===== config.mk =====
export PLATFORM = sky130hd
export DESIGN_NAME = fwd_bypass_network
export DESIGN_NICKNAME = d
export VERILOG_FILES = /design/src/rtl/mips_pipe_pkg.sv /design/src/rtl/bypass_select.sv /design/src/rtl/fwd_bypass_network.sv
export SDC_FILE = /design/constraint.sdc
export NUM_CORES = 1
export LEC_CHECK = 0
export ABC_CLOCK_PERIOD_IN_PS = 2800
export CAP_MARGIN = 40
export CORE_MARGIN = 4
export CORE_UTILIZATION = 52
export DETAILED_ROUTE_END_ITERATION = 7
export MAX_ROUTING_LAYER = met4
export PLACE_DENSITY = 0.82
export SYNTH_ARGS = -nofsm -noshare
export SYNTH_HDL_FRONTEND = slang
export SYNTH_HIERARCHICAL = 1
export SYNTH_SLANG_ARGS = --single-unit

===== constraint.sdc =====
create_clock -name clk -period 2.8 [get_ports clk]
set_input_delay 0.42 -clock clk [delete_from_list [all_inputs] [get_ports clk]]
set_output_delay 0.42 -clock clk [all_outputs]
set_load 0.02 [all_outputs]

===== src/rtl/mips_pipe_pkg.sv =====
// Shared pipeline types and constants for the 5-stage MIPS datapath.
// Widths here are the defaults used by regDst, writeback and bypass logic.
package mips_pipe_pkg;

    localparam int DEF_DATA_W     = 32;
    localparam int DEF_REG_ADDR_W = 5;

    localparam logic [DEF_REG_ADDR_W-1:0] REG_ZERO = '0;

    typedef struct packed {
        logic                      valid;
        logic                      is_load;
        logic                      ready;
        logic [DEF_REG_ADDR_W-1:0] addr;
        logic [DEF_DATA_W-1:0]     data;
    } fwd_entry_t;

endpackage


===== src/rtl/bypass_select.sv =====
// Priority match of one operand port against the writeback history.
// Slot 0 is the youngest entry and wins over every older slot.
module bypass_select
    import mips_pipe_pkg::*;
#(
    parameter int DATA_W     = DEF_DATA_W,
    parameter int REG_ADDR_W = DEF_REG_ADDR_W,
    parameter int DEPTH      = 3
) (
    input  logic [REG_ADDR_W-1:0]       op_addr,
    input  logic [DATA_W-1:0]           rf_data,
    input  logic [DEPTH-1:0]            ent_valid,
    input  logic [DEPTH-1:0]            ent_load,
    input  logic [DEPTH-1:0]            ent_ready,
    input  logic [DEPTH*REG_ADDR_W-1:0] ent_addr,
    input  logic [DEPTH*DATA_W-1:0]     ent_data,
    output logic [DATA_W-1:0]           op_data,
    output logic                        fwd_hit,
    output logic                        stall_req
);

    logic nonzero;

    assign nonzero = (op_addr != REG_ADDR_W'(REG_ZERO));

    // Walk oldest to youngest so a younger match overrides an older one.
    always_comb begin
        op_data   = rf_data;
        fwd_hit   = 1'b0;
        stall_req = 1'b0;
        for (int i = DEPTH - 1; i >= 0; i--) begin
            if (ent_valid[i] && nonzero &&
                ent_addr[i*REG_ADDR_W +: REG_ADDR_W] == op_addr) begin
                if (ent_ready[i]) begin
                    op_data   = ent_data[i*DATA_W +: DATA_W];
                    fwd_hit   = 1'b1;
                    stall_req = 1'b0;
                end else begin
                    op_data   = rf_data;
                    fwd_hit   = 1'b0;
                    stall_req = ent_load[i];
                end
            end
        end
    end

endmodule


===== src/rtl/fwd_bypass_network.sv =====
// Operand bypass network: history of in-flight writebacks plus
// per-port youngest-match selection and load-use stall detection.
module fwd_bypass_network
    import mips_pipe_pkg::*;
#(
    parameter int DATA_W     = DEF_DATA_W,
    parameter int REG_ADDR_W = DEF_REG_ADDR_W,
    parameter int NUM_PORTS  = 2,
    parameter int DEPTH      = 3
) (
    input  logic                            clk,
    input  logic                            rst,
    input  logic                            freeze,
    input  logic                            push_valid,
    input  logic                            push_kill,
    input  logic                            push_is_load,
    input  logic [REG_ADDR_W-1:0]           push_addr,
    input  logic [DATA_W-1:0]               push_data,
    input  logic [DATA_W-1:0]               mem_rdata,
    input  logic [NUM_PORTS*REG_ADDR_W-1:0] op_addr,
    input  logic [NUM_PORTS*DATA_W-1:0]     rf_data,
    output logic [NUM_PORTS*DATA_W-1:0]     op_data,
    output logic [NUM_PORTS-1:0]            fwd_hit,
    output logic                            hazard_stall
);

    logic [DEPTH-1:0]            valid_q, valid_d;
    logic [DEPTH-1:0]            load_q, load_d;
    logic [DEPTH-1:0]            ready_q, ready_d;
    logic [DEPTH*REG_ADDR_W-1:0] addr_q, addr_d;
    logic [DEPTH*DATA_W-1:0]     data_q, data_d;
    logic [NUM_PORTS-1:0]        stall_req;
    logic                        push_ok;

    assign push_ok = push_valid && !push_kill &&
                     (push_addr != REG_ADDR_W'(REG_ZERO));

    always_comb begin
        valid_d = {valid_q[DEPTH-2:0], push_ok};
        load_d  = {load_q[DEPTH-2:0], push_is_load};
        ready_d = {ready_q[DEPTH-2:0], !push_is_load};
        addr_d  = {addr_q[(DEPTH-1)*REG_ADDR_W-1:0], push_addr};
        data_d  = {data_q[(DEPTH-1)*DATA_W-1:0], push_data};
        // A pending load picks up its memory data on the way into slot 1.
        if (!ready_q[0]) begin
            data_d[DATA_W +: DATA_W] = mem_rdata;
        end
        ready_d[1] = 1'b1;
    end

    always_ff @(posedge clk) begin
        if (rst) begin
            valid_q <= '0;
            load_q  <= '0;
            ready_q <= '0;
            addr_q  <= '0;
            data_q  <= '0;
        end else if (!freeze) begin
            valid_q <= valid_d;
            load_q  <= load_d;
            ready_q <= ready_d;
            addr_q  <= addr_d;
            data_q  <= data_d;
        end
    end

    for (genvar p = 0; p < NUM_PORTS; p++) begin : g_port
        bypass_select #(
            .DATA_W     (DATA_W),
            .REG_ADDR_W (REG_ADDR_W),
            .DEPTH      (DEPTH)
        ) u_sel (
            .op_addr   (op_addr[p*REG_ADDR_W +: REG_ADDR_W]),
            .rf_data   (rf_data[p*DATA_W +: DATA_W]),
            .ent_valid (valid_q),
            .ent_load  (load_q),
            .ent_ready (ready_q),
            .ent_addr  (addr_q),
            .ent_data  (data_q),
            .op_data   (op_data[p*DATA_W +: DATA_W]),
            .fwd_hit   (fwd_hit[p]),
            .stall_req (stall_req[p])
        );
    end

    assign hazard_stall = |stall_req;

endmodule


==> metrics, run 1 <==
status finished with violations; failing checks negative setup slack; Total GRT Usage 36.8%; Final Cycle Share 115%; top fanout value on the critical path 17; Synth Area per Inst 8.34 um^2; Final Cell Area 14,500 um^2; Power Internal 4.06 mW; clk_lat worst skew 0.43 ns; met2 Use GR 56.9%; fin worst setup slack -0.418 ns; worst min-delay path class in2reg; CTS Buf Count 17; Mapped Area 9420 um^2; Net Sw Frac 29.9%; initial antenna violation count 0; DR iter-0 viols 1,887; crit end category output pin; worst setup path category in2out; Synth Area in Compound Gates 22.9%; Cell Pwr Density 398 nW/um^2; Post-synth EDFFs 0; chip width 143 um; root buffer cell clkbuf_16; Comb pwr share 23.2%; top cell type's share of synthesized area 25.5%; cells after synthesis 1,130; post-DR wirelength/cell 26.7 um; register bit total from synthesis 120; CP arrival 2.80 ns; Fin. Hold Viols 0; Most Used Layer, Global Route met2; first-pass GRT wire length 58,000 um; Die Y 143 um; total grt overflow 0; Flop pwr share 33.9%; met1 Usage GRT 45.5%; Via Count 11,708; DRT antenna net count 0; Leakage 5.85 nW; Crit path required time 2.38 ns; CTS tree built; clk slew on worst S/H paths 0.06 ns; Top FF cell, synth dfxtp_1; Worst Max-Slew Pin Slew 0.604 ns; Post-Synth XOR/XNOR Area 2.79%; Area after DPL 12,500 um^2; fin crit period 3.22 ns; area grow syn2layout 54.2%; Slew HR 59.7%; largest family of logic cells by synthesized area multiplexers; leading area contributor after synthesis dfxtp_1; Worst setup SP type input pin; commonest cells in the synthesized netlist 176 x mux2i_1, 149 x nor2_1, 120 x dfxtp_1, 72 x clkbuf_1, 67 x a21oi_1; Ports 216; H-tree levels 4; Synth Net Count 1,279; clock network power share 43.0%; sw power 1.73 mW; Post-Synth Adder-Cell Area 0%; clock skew 0.00546 ns; post-synthesis mux area share 23.9%; CORE AREA 17,500 um^2; n_diodes 0; Synth Area in Simple Gates 15.8%; vias in the first global route 10,591; layout cells sized above 1 29.7%; top post-synthesis cells by area dfxtp_1 25%, mux2i_1 19%, o311a_1 6.6%; Slew Limit Fails 0; most common cell in the netlist mux2i_1; CTS sink cnt 120; yosys warns 6; routability cong. 0.940; DRC violations left 0; count of cell types in the netlist 40; CTS Buffer Depth 2; dpl ws -0.854 ns; max-cap violation count 0; unrepaired setup endpoints after global routing true; IO Port Bufs 215; maximum vdd drop 0.000409 V; Routed Wire Length 43,300 um; vias per inst 7.23; nets 1,531; First-pass DRT Iterations 7; Post-DP HPWL 23,300 um; Rows 48; Initial Util 53.7%; Die Area 20,300 um^2; Final setup viols 67; Seq/Total Area, Yosys 25.5%; fmax 311 MHz; ys async rst share 0%; grt met3 use 8.03%; largest net degree at the start of global routing 52; final core occ 82.9%
==> area by class of cell <==
type	count	area, um^2
sequential	120	2430
clock inverter	12	186
tap	225	282
inverter	65	244
multi-input combinational	830	7250
clock buffer	20	468
timing repair buffer	348	3670
fill	918	3010
==> power by group through the flow <==
| stage | registers [mW] | clock network (mW) | logic [mW] |
|---|---|---|---|
| detailed placement | 1.97 | 0 | 1.16 |
| global route | 1.97 | 2.57 | 1.39 |
| global placement | 1.96 | 0 | 1.14 |
| CTS | 1.94 | 2.47 | 1.20 |
| floorplan | 1.91 | 0 | 0.664 |
| finish | 1.96 | 2.49 | 1.34 |
==> layout by cell type, fill, tap and decap left out, drive strengths merged, types with 3 or more instances in the layout <==
cell type,instances
inv,69
clkdlybuf4s50,136
o311a,62
nor2,151
clkinvlp,3
o32ai,32
nand3,64
bufinv,4
xor2,16
nor2b,36
o311ai,30
nand4,4
buf,206
clkbuf,22
a211oi,66
a31oi,6
nor4,4
nand2,11
o211ai,4
nor3,31
mux2,34
or4,3
o211a,6
or2,3
mux2i,176
clkdlybuf4s15,3
dfxtp,120
a21oi,67
xnor2,14
==> through the flow <==
step | hold WS [ns] | TNS [ns] | instances | total power [mW]
after floorplan | 0.467 | -1.07 | 1130 | 2.58
after global placement | 0.509 | -51.03 | 1565 | 3.11
after detailed placement | 0.522 | -52.17 | 1565 | 3.13
after CTS | 0.451 | -5.04 | 1615 | 5.61
after global routing | 0.483 | -15.15 | 1620 | 5.92
final | 0.474 | -10.37 | 1620 | 5.79
==> what timing repair did <==
item                       4_1_cts  5_1_grt
cloned                           6        2
resized for setup              522      119
hold buffers                     0        0
buffers inserted                12        5
pin swaps                       49       38
setup endpoints to repair       67       67
==> worst max-delay path, stage by stage <==
cell and delay, ns:
clkdlybuf4s15_1 0.26, buf_4 0.19, xnor2_1 0.36, o211a_4 0.27, buf_4 0.27, buf_4 0.18
nand3_1 0.23, o311ai_4 0.21, o311a_4 0.28, buf_6 0.11
==> path summary, 6_finish.rpt <==
check	from	endpoint	slack, ns	cells past startpoint
max	op_addr[8]	op_data[58]	-0.42	10
min	rst	data_q[0]	0.47	2
min reg2reg	data_q[62]	data_q[62]	0.57	2
max reg2reg	ready_q[0]	data_q[33]	1.14	4
==> metal layers <==
layer  up-vias  part of all wire, %
li1       4736                    -
met1      5352                   34
met2      1202                   45
met3       418                   13
met4         0                  8.4
met5         -                    0
==> sequential cells by signal (all words and copies together), names as in the netlist <==
register  cells
addr_q       15
data_q       96
load_q        3
ready_q       3
valid_q       3
==> cells by family (layout without fill, tap and decap cells) <==
group | count (synthesis) | after routing
and+or+nand+nor | 316 | 316
muxes | 210 | 210
xor gates and xnor gates | 30 | 30
buffers and inverters | 180 | 445
DFF | 120 | 120
AOI/OAI and AO/OA | 274 | 274
Note: power is estimated with default switching activity, not from simulation.
==> run 2, diff against run 1 <==
--- a/config.mk
+++ b/config.mk
@@ -6,12 +6,12 @@
 export NUM_CORES = 1
 export LEC_CHECK = 0
 export ABC_CLOCK_PERIOD_IN_PS = 2800
-export CAP_MARGIN = 40
 export CORE_MARGIN = 4
-export CORE_UTILIZATION = 52
+export CORE_UTILIZATION = 53
+export CTS_BUF_LIST = sky130_fd_sc_hd__clkbuf_8
 export DETAILED_ROUTE_END_ITERATION = 7
 export MAX_ROUTING_LAYER = met4
-export PLACE_DENSITY = 0.82
+export PLACE_DENSITY = 0.84
 export SYNTH_ARGS = -nofsm -noshare
 export SYNTH_HDL_FRONTEND = slang
 export SYNTH_HIERARCHICAL = 1
==> run 2 against run 1 <==
Effect of this change:
- the run still ends with negative setup slack left
- power decreased by 15%
- first-iteration DRC count increased by 5.2%
- clock skew increased by 0.0097 ns
- sequential power about the same
- combinational power about the same
- maximum frequency increased by 2.1%
- critical endpoint is now op_data[56]
==> metrics, run 2 (same netlist as run 1, synthesis figures left out) <==
Critical Path Sink op_data[56]; Worst Max-Slew Pin Slew 0.711 ns; crit path from addr_q[12]; maximum vdd drop 0.000307 V; DRT antenna net count 0; max-cap violation count 0; clk_lat worst skew 0.48 ns; fmax 317 MHz; Slew HR 52.6%; Final setup viols 67; initial antenna violation count 1; First-pass DRT Iterations 6; DRC violations left 0; fin crit period 3.15 ns; CTS sink cnt 120; most frequent cells in the layout 172 x mux2i_1, 147 x nor2_1, 136 x clkdlybuf4s50_1; CP arrival 2.73 ns; root buffer cell clkbuf_8; chip width 141 um; CTS Buffer Depth 2; crit end category output pin; worst min-delay path class in2reg; Reg with most FFs data_q; CTS Buf Count 17; Total GRT Usage 39.7%; Comb pwr share 27.3%; most common cell after layout, fill and taps aside mux2i_1; Most Used Layer, Global Route met2; clock network power share 32.8%; worst setup path category reg2out; largest net degree at the start of global routing 62; Ports 216; Routed Wire Length 44,600 um; unrepaired setup endpoints after global routing true; nets 1,546; Via Count 11,832; Cell Pwr Density 338 nW/um^2; FF-to-FF Start ready_q[0]; Non-Filler Instances 1,636; Worst setup SP type flip-flop; DR iter-0 viols 1,985; total grt overflow 0; Rows 48; failing checks negative setup slack; clk slew on worst S/H paths 0.09 ns; register-to-register setup slack 0.86 ns; top flop regs data_q: 96 flops, addr_q: 15 flops; Final Cycle Share 113%; dpl ws -0.947 ns; max FFs per register 96; Crit path required time 2.38 ns; Power Internal 3.25 mW; grt met3 use 8.90%; top fanout value on the critical path 5; H-tree levels 4; Flop pwr share 39.9%; IO Port Bufs 215; area grow syn2layout 54.6%; Slew Limit Fails 0; vias per inst 7.23; clock skew 0.0152 ns; worst r2r path cells 5; Die Y 141 um; Post-Place Cells 1,558; routability cong. 0.949; met1 Usage GRT 46.1%; CTS tree built; Die Area 20,000 um^2; layout cells sized above 1 31.1%; met2 Use GR 60.7%; CORE AREA 17,400 um^2; reg2reg end data_q[55]; Initial Util 54.3%; post-DR wirelength/cell 27.3 um; sw power 1.68 mW; vias in the first global route 11,228; first-pass GRT wire length 61,300 um; Fin. Hold Viols 0; Net Sw Frac 34.1%; Post-DP HPWL 23,700 um; fin worst setup slack -0.352 ns; Leakage 5.86 nW; status finished with violations
-- run 2: cell type report --
type                            count  area (um^2)
Timing Repair Buffer              362         3960
Clock inverter                     15          140
Inverter                           65          244
Sequential cell                   120         2430
Antenna cell                        1         2.50
Multi-Input combinational cell    831         7270
Fill cell                         898         2790
Clock buffer                       17          234
Tap cell                          225          282
-- run 2: routing by layer --
layer | wire length, um | vias up
met4 | 4090 | 0
met3 | 5360 | 449
met2 | 19800 | 1231
met1 | 15400 | 5411
met5 | 0 | -
li1 | - | 4741
-- run 2: through the flow --
step | utilization [%] | power [mW] | setup TNS [ns] | hold slack [ns] | cell area [um^2]
2_1_floorplan | - | 2.58 | -1.07 | 0.467 | 9430
3_3_place_gp | 71.3 | 3.10 | -50.66 | 0.527 | 12400
3_5_place_dp | 71.3 | 3.13 | -54.29 | 0.530 | 12400
4_1_cts | 81.0 | 4.73 | -7.82 | 0.301 | 14100
5_1_grt | 83.9 | 5.03 | -17.60 | 0.326 | 14600
6_report | 83.9 | 4.93 | -14.69 | 0.347 | 14600
-- run 2: power groups by stage --
stage               clock (mW)  sequential [mW]  combinational [mW]
CTS                       1.56             1.94                1.22
global placement             0             1.97                1.14
global route              1.67             1.97                1.39
floorplan                    0             1.91               0.664
detailed placement           0             1.97                1.16
finish                    1.62             1.97                1.34
-- run 2: critical path, cell delays in order, from the launching register on --
cell	delay (ns)
dfxtp_4	0.38
xor2_2	0.15
nor4_2	0.28
buf_4	0.18
nand3_4	0.13
buf_6	0.20
buf_12	0.13
o311ai_1	0.32
o311a_1	0.33
buf_6	0.15
-- run 2: timing repair --
item | in CTS | in global routing
endpoints found under the setup margin | 67 | 67
gates resized for setup | 599 | 65
hold buffers | 0 | 0
cloned | 12 | 3
pin swaps | 79 | 21
setup buffers | 26 | 5
-- run 2: how the worst min path moves through the flow --
| stage | to | cells past startpoint | slack (ns) | startpoint |
|---|---|---|---|---|
| floorplan | valid_q[0] | 2 | 0.47 | valid_q[0] |
| global placement | valid_q[0] | 2 | 0.53 | valid_q[0] |
| detailed placement | load_q[2] | 2 | 0.53 | load_q[2] |
| CTS | addr_q[8] | 2 | 0.30 | rst |
| global route | data_q[50] | 2 | 0.33 | rst |
| finish | data_q[50] | 2 | 0.35 | rst |
